File: src/rtl/ss_fbdiv_mod.sv
// ss_fbdiv_mod: spread-spectrum feedback divider; the reload is offset by a random or triangle modulation once per update interval.
module ss_fbdiv_mod #(
  parameter int                DIV_W     = 12,
  parameter int                DIVF      = 32,
  parameter int                SPAN      = 4,
  parameter int                UDIV      = 0,
  parameter int                LFSR_W    = 19,
  parameter logic [LFSR_W-1:0] LFSR_POLY = 19'h593CA,
  parameter logic [LFSR_W-1:0] LFSR_SEED = 1
) (
  input  logic             pll_clk,
  input  logic             pll_rst,
  input  logic             i_en,
  input  logic [1:0]       i_mode,
  output logic             o_fb,
  output logic [DIV_W-1:0] o_div,
  output logic             o_upd
);
  localparam int UW = UDIV > 0 ? $clog2(UDIV + 1) : 1;
  typedef logic signed [DIV_W:0] s_t;
  localparam s_t SP = s_t'(SPAN);
  localparam s_t DV = s_t'(DIVF);
  if (DIVF - SPAN < 1 || DIVF + SPAN > 2 ** DIV_W - 1 || LFSR_SEED == '0) begin : g_bad_params
    $error("ss_fbdiv_mod: reload range or LFSR seed out of bounds");
  end
  logic [DIV_W-1:0]  cnt, curr_div, reload;
  logic [UW-1:0]     ucnt;
  logic [LFSR_W-1:0] lfsr, lfsr_nx;
  s_t                off, off_nx;
  logic              dn, dn_nx;
  logic [1:0]        mode;
  assign mode   = i_en && (i_mode == 2'd1 || i_mode == 2'd2) ? i_mode : 2'd0;
  assign o_fb   = cnt == '0;
  assign o_upd  = cnt == '0 && ucnt == '0;
  assign o_div  = curr_div;
  assign reload = DIV_W'(DV + off_nx);
  // triangle turns around when it sits at an end, so the step after a peak already heads back
  always_comb begin
    lfsr_nx = lfsr;
    dn_nx   = 1'b0;
    off_nx  = '0;
    if (mode == 2'd1) begin
      dn_nx   = dn;
      off_nx  = lfsr[0] ? SP : -SP;
      lfsr_nx = (lfsr >> 1) ^ (lfsr[0] ? LFSR_POLY : '0);
    end else if (mode == 2'd2) begin
      dn_nx  = SPAN == 0 ? dn : dn ? off != -SP : off == SP;
      off_nx = SPAN == 0 ? '0 : dn_nx ? off - 1'b1 : off + 1'b1;
    end
  end
  always_ff @(posedge pll_clk or posedge pll_rst) begin
    if (pll_rst) begin
      cnt      <= '0;
      ucnt     <= '0;
      lfsr     <= LFSR_SEED;
      off      <= '0;
      dn       <= 1'b0;
      curr_div <= DIV_W'(DIVF);
    end else if (cnt != '0) begin
      cnt <= cnt - 1'b1;
    end else if (ucnt != '0) begin
      cnt  <= curr_div;
      ucnt <= ucnt - 1'b1;
    end else begin
      cnt      <= reload;
      curr_div <= reload;
      ucnt     <= UW'(UDIV);
      off      <= off_nx;
      dn       <= dn_nx;
      lfsr     <= lfsr_nx;
    end
  end
endmodule

File: config.mk
export PLATFORM = sky130hd
export DESIGN_NAME = ss_fbdiv_mod
export DESIGN_NICKNAME = d
export VERILOG_FILES = /design/src/rtl/ss_fbdiv_mod.sv
export SDC_FILE = /design/constraint.sdc
export NUM_CORES = 1
export LEC_CHECK = 0
export ABC_AREA = 0
export CORE_MARGIN = 3
export CORE_UTILIZATION = 45
export DETAILED_ROUTE_END_ITERATION = 6
export DONT_BUFFER_PORTS = 1
export PLACE_DENSITY = 0.65
export SKIP_CTS_REPAIR_TIMING = 1
export SKIP_LAST_GASP = 1
export SLEW_MARGIN = 5
export SYNTH_ARGS = -nofsm -noshare
export SYNTH_HDL_FRONTEND = slang
export SYNTH_SLANG_ARGS = --single-unit
File: constraint.sdc
create_clock -name pll_clk -period 11.5 [get_ports pll_clk]
set_input_delay 2.3 -clock pll_clk [delete_from_list [all_inputs] [get_ports pll_clk]]
set_output_delay 2.3 -clock pll_clk [all_outputs]
set_load 0.01 [all_outputs]
==> Yosys cells after proc, flatten, opt, wreduce, memory -nomap -nowiden <==
Index checks and enable logic that the tools add are counted.
{ "totals": {"ff_bits": 58, "in_bits": 5, "word_cells": 40} }
{ "classes": {"add_sub_neg": 5, "n_eq_ne": 6, "mux": 11, "n_bitwise": 4, "reduce_logical": 8} }
{ "ops": {"columns": ["cell", "n"], "rows": [
  ["$mux W13", 4],
  ["$mux W12", 2],
  ["$mux W19", 1],
  ["$xor A18 B19 Y19", 1],
  ["$add A13 B1 Y13 const B", 1],
  ["$eq A13 B4 Y1 const B", 1],
  ["$ne A13 B3 Y1 const B", 1],
  ["$sub A13 B1 Y13 const B", 1],
  ["$add A7 B12 Y12 const A", 1],
  ["$logic_not A12 Y1", 1],
  ["$reduce_bool A12 Y1", 1],
  ["$sub A12 B1 Y12 const B", 1],
  ["$reduce_and A3 Y1", 2],
  ["$eq A2 B1 Y1 const B", 2],
  ["$eq A2 B2 Y1 const B", 2],
  ["$mux W1", 3],
  ["$not A1 Y1", 3],
  ["$logic_and A1 B1 Y1", 2],
  ["$mux W2", 1],
  ["$reduce_and A2 Y1", 1],
  ["$logic_or A1 B1 Y1", 1],
  ["$sub A1 B1 Y1 const B", 1]
]} }

==> Depth between registers and ports, before layout <==
{ "logic_depth": {"word_depth": 10, "ltp_mapped": 15, "depth_no_buf": 15} }

==> Least setup slack after synthesis <==
Ideal clock, no wire load.
{ "synth_path": {"path_kind": "input to register", "start": "input i_mode[1]", "end": "register cnt[11]", "setup_time_ns": 0.069, "t_arrival_ns": 4.245, "slack_ns": 7.185, "path_stages": 9, "cell_sequence": "nand3b_1 or2_2 clkbuf_1 nand2_1 ha_1 o21ai_1 o2bb2a_1 or4b_1 nand3_1"} }
{ "synth_via": {"elab_chain_cells": 10, "elab_cells_between_ends": 12, "cone_classes": "1 x add/sub; 4 x eq/ne; 5 x mux; 2 x reduce/logical"} }
{ "synth_lines": {"columns": ["item", "line", "text"], "rows": [
  ["start, declared", "14", "input logic [1:0] i_mode,"],
  ["$eq A2 B1 Y1 / $eq A2 B2 Y1 (equally long branches)", "32", "assign mode = i_en && (i_mode == 2'd1 || i_mode == 2'd2) ? i_mode : 2'd0;"],
  ["$logic_or A1 B1 Y1", "32", null],
  ["$logic_and A1 B1 Y1", "32", null],
  ["$mux W2 (*)", "32", null],
  ["$eq A2 B2 Y1", "46", "end else if (mode == 2'd2) begin"],
  ["$mux W13", "46", null],
  ["$mux W13 (*)", "42", "if (mode == 2'd1) begin"],
  ["via off_nx[6]", "29", "s_t off, off_nx;"],
  ["$add A7 B12 Y12 (*)", "36", "assign reload = DIV_W'(DV + off_nx);"],
  ["$mux W12 (*)", null, null],
  ["$mux W12 (*)", "59", "end else if (cnt != '0) begin"],
  ["end signal, assigned", "60", "cnt <= cnt - 1'b1;"],
  ["end signal, assigned", "62", "cnt <= curr_div;"],
  ["end signal, assigned", "65", "cnt <= reload;"],
  ["end, declared", "26", "logic [DIV_W-1:0] cnt, curr_div, reload;"]
]} }
The timed path passes the listed nets; every way through them passes the cells marked *.
A chain may end at the register's enable or synchronous reset.

==> impl_results.md <==
* # fillers at 622
* Die area at 0.00798 mm2
* Gr ovfl total at 0
* Rows at 29
* Commonest cells post-synth: dfrtp_1, nor2_1, nand2_1
* Clock-pin slew on the worst setup and hold paths at 0.09 ns
* Reg area at 0.00130 mm2
* EDFF count, synth at 0
* IO Port Bufs at 0
* Synth top area share at 40.0%
* Total Routing Usage GR at 18.1%
* Crit-path max FO at 13
* Clk buf depth at 2
* Worst reg-to-reg path cell count at 14
* Unrepaired setup endpoints after global routing: false
* Power density over the cells at 109 mW/mm2
* Final Non-Filler Cells at 404
* Final hold vios at 0
* Grt met3 use at 3.96%
* Critical Path AT at 4.95 ns
* Placed Cells at 396
* Vias/cell at 5.78
* Routed WL at 6520 um
* Drt wl/cell at 16.1 um
* Die height at 89.4 um
* Core footprint at 0.00653 mm2
* Clk root buf: clkbuf_8
* Multi-input gate area at 0.00169 mm2
* Mapped cell area at 0.00313 mm2
* Yosys top cell by area: dfrtp_1
* Final setup vio count at 0
* Final instance area at 0.00325 mm2
* Min Clock Period, post-route at 4.70 ns
* Register area share after synthesis at 41.7%
* Outcome: finished clean
* Post-route DRC at 0
* CTS Sinks at 52
* # Max-Cap Violations at 0
* Final hold slack at 0.494 ns
* Width of the die at 89.4 um
* Initial Util at 47.9%
* Post-route setup slack at 6.80 ns
* Async SR Flop Fraction at 100%
* HPWL Detailed at 4660 um
* Min-delay worst type: flop to flop
* 1st-pass router iterations at 4
* Post-DRT Antenna Nets at 0
* Vias in the first global route at 2327
* #FFs+latches synth at 52
* Pre-CTS WS at 6.87 ns
* Layer with the highest usage: met2
* TritonCTS clock tree: yes
* Syn Nets at 356
* Dpl cell area at 0.00312 mm2
* Worst Hold End: o_div[5]$_DFFE_PP1P_
* M2 GR Usage at 29.3%
* Largest net degree at the start of global routing at 53
* Max Fclk at 213 MHz
* IO Count at 19
* Slew HR at 25.4%
* Yosys synthesis warning count at 0
* Placer congestion estimate at 0.889
* Most numerous cell in the Yosys netlist: dfrtp_1
* Nets@finish at 345
* Most common flop cell mapped by yosys: dfrtp_1
* CTS Buf Count at 5
* Worst vdd ir at 0.0661 mV
* Leakage at 1.36 nW
* Crit path required time at 11.74 ns
* Synth top area cells: dfrtp_1, xnor2_1, ha_1
* Mapped Cells at 337
* Initial antenna violation count at 0
* Fin Setup TNS at 0 ns
* Syn_area_per_cell at 9.28 um2
* H-Tree Level Count at 2
* First-pass GRT wire length at 11200 um
* Hold depth at 2
* R2R Setup Slk at 6.80 ns
* Area growth from synthesis to layout at 3.96%
* DR vias at 2337
* Clk_lat worst skew at 0.30 ns
* Crit Path Class: flop to flop
* Initial DRC count at 148
* Hold path start: o_div[5]$_DFFE_PP1P_
* Nature of the critical path startpoint: flop
* M1 GR Usage at 24.1%
* Final slew viol count at 0
* R2r startpoint: o_div[0]$_DFFE_PP0P_
* Synth unique cells at 53
* Period utilization at 40.9%
* Worst-margin pin slew at 1.12 ns
* Inserted Diodes at 0
* Share of post-route cells with drive strength above 1 at 10.1%
* Worst Setup End Kind: flop
* Setup Skew at 0.00524 ns
* Worst r2r dst: o_div[11]$_DFFE_PP0P_
-- worst max-delay path by stage --
stage | slack (ns) | endpoint | startpoint | cells past startpoint
global placement | 6.95 | cnt[11]$_DFF_PP0_ | o_div[0]$_DFFE_PP0P_ | 14
CTS | 6.83 | cnt[11]$_DFF_PP0_ | o_div[0]$_DFFE_PP0P_ | 14
detailed placement | 6.87 | cnt[11]$_DFF_PP0_ | o_div[0]$_DFFE_PP0P_ | 14
global route | 6.35 | o_div[11]$_DFFE_PP0P_ | o_div[0]$_DFFE_PP0P_ | 14
floorplan | 7.19 | cnt[11]$_DFF_PP0_ | i_mode[1] | 9
finish | 6.80 | o_div[11]$_DFFE_PP0P_ | o_div[0]$_DFFE_PP0P_ | 14
-- through the flow --
step	power (mW)	utilization [%]
6_report	0.353	49.8
5_1_grt	0.371	49.8
4_1_cts	0.359	49.8
3_5_place_dp	0.222	47.8
3_3_place_gp	0.221	47.8
2_1_floorplan	0.216	-
-- state kept, by name (all words and copies together) (netlist names) --
signal	cells
lfsr	19
cnt	12
dn	1
off	8
o_div	12
-- where the power goes --
group | switching [mW] | leakage (nW) | internal [mW]
logic | 0.0122 | 0.691 | 0.00750
registers | 0.00845 | 0.601 | 0.190
clock network | 0.0586 | 0.0645 | 0.0768
total | 0.0793 | 1.36 | 0.274
-- worst max-delay path: stages, from the launching register on --
cell	delay (ns)
dfrtp_1	0.51
nor3b_1	0.31
a41oi_1	0.17
a21oi_1	0.88
ha_1	0.49
and3_1	0.21
a221oi_1	0.48
xnor2_1	0.20
nand2_1	0.07
nand2_1	0.12
ha_1	0.20
o21ai_1	0.08
o2bb2a_1	0.33
or4b_1	0.50
nand3_1	0.10
-- layer usage --
metal	wire length, um	vias up
met5	0	-
met2	3060	44
li1	-	1172
met3	245	8
met1	3110	1113
met4	100	0
-- layout make-up --
| cell class | count | area share [%] |
|---|---|---|
| multi-input combinational | 260 | 52.1 |
| sequential | 52 | 40.1 |
| clock buffer | 7 | 2.96 |
| tap | 77 | 2.96 |
| clock inverter | 1 | 0.924 |
| inverter | 6 | 0.693 |
| timing repair buffer | 1 | 0.231 |
-- cells in the final DEF (no fill, tap or decap), types with 2 or more instances in the layout --
| cell type | n |
|---|---|
| mux2i_1 | 4 |
| and3_1 | 3 |
| ha_1 | 13 |
| nand3_1 | 9 |
| xnor2_1 | 19 |
| o21bai_1 | 2 |
| o21ai_0 | 22 |
| nor4_1 | 2 |
| a21o_1 | 5 |
| or2_2 | 3 |
| a211oi_2 | 3 |
| nand3b_1 | 6 |
| inv_1 | 4 |
| a21oi_1 | 26 |
| dfrtp_1 | 50 |
| nor2_1 | 36 |
| nand2b_1 | 3 |
| dfstp_2 | 2 |
| clkbuf_8 | 7 |
| nor2b_1 | 2 |
| nand2_1 | 33 |
| o211ai_1 | 6 |
| or3_1 | 5 |
| o21ai_1 | 3 |
| o21a_1 | 3 |
| a31oi_1 | 5 |
| mux2_2 | 10 |
| nor3_1 | 7 |
| xor2_1 | 5 |
| nor3b_1 | 2 |
| nand4_1 | 3 |
| a211oi_1 | 4 |
-- kinds of logic (layout without fill, tap and decap cells) --
logic type      count (synthesis)  in the layout  share of synthesized area, %
mux                            14             14                          4.88
compound gates                 87             87                          17.3
simple gates                  121            121                          19.4
xor+xnor                       24             24                          6.72
fa+ha+maj                      14             14                          5.84
flops                          52             52                          41.7
buf+inv                        25             15                          4.12
Power figures use the tool's default switching activity.
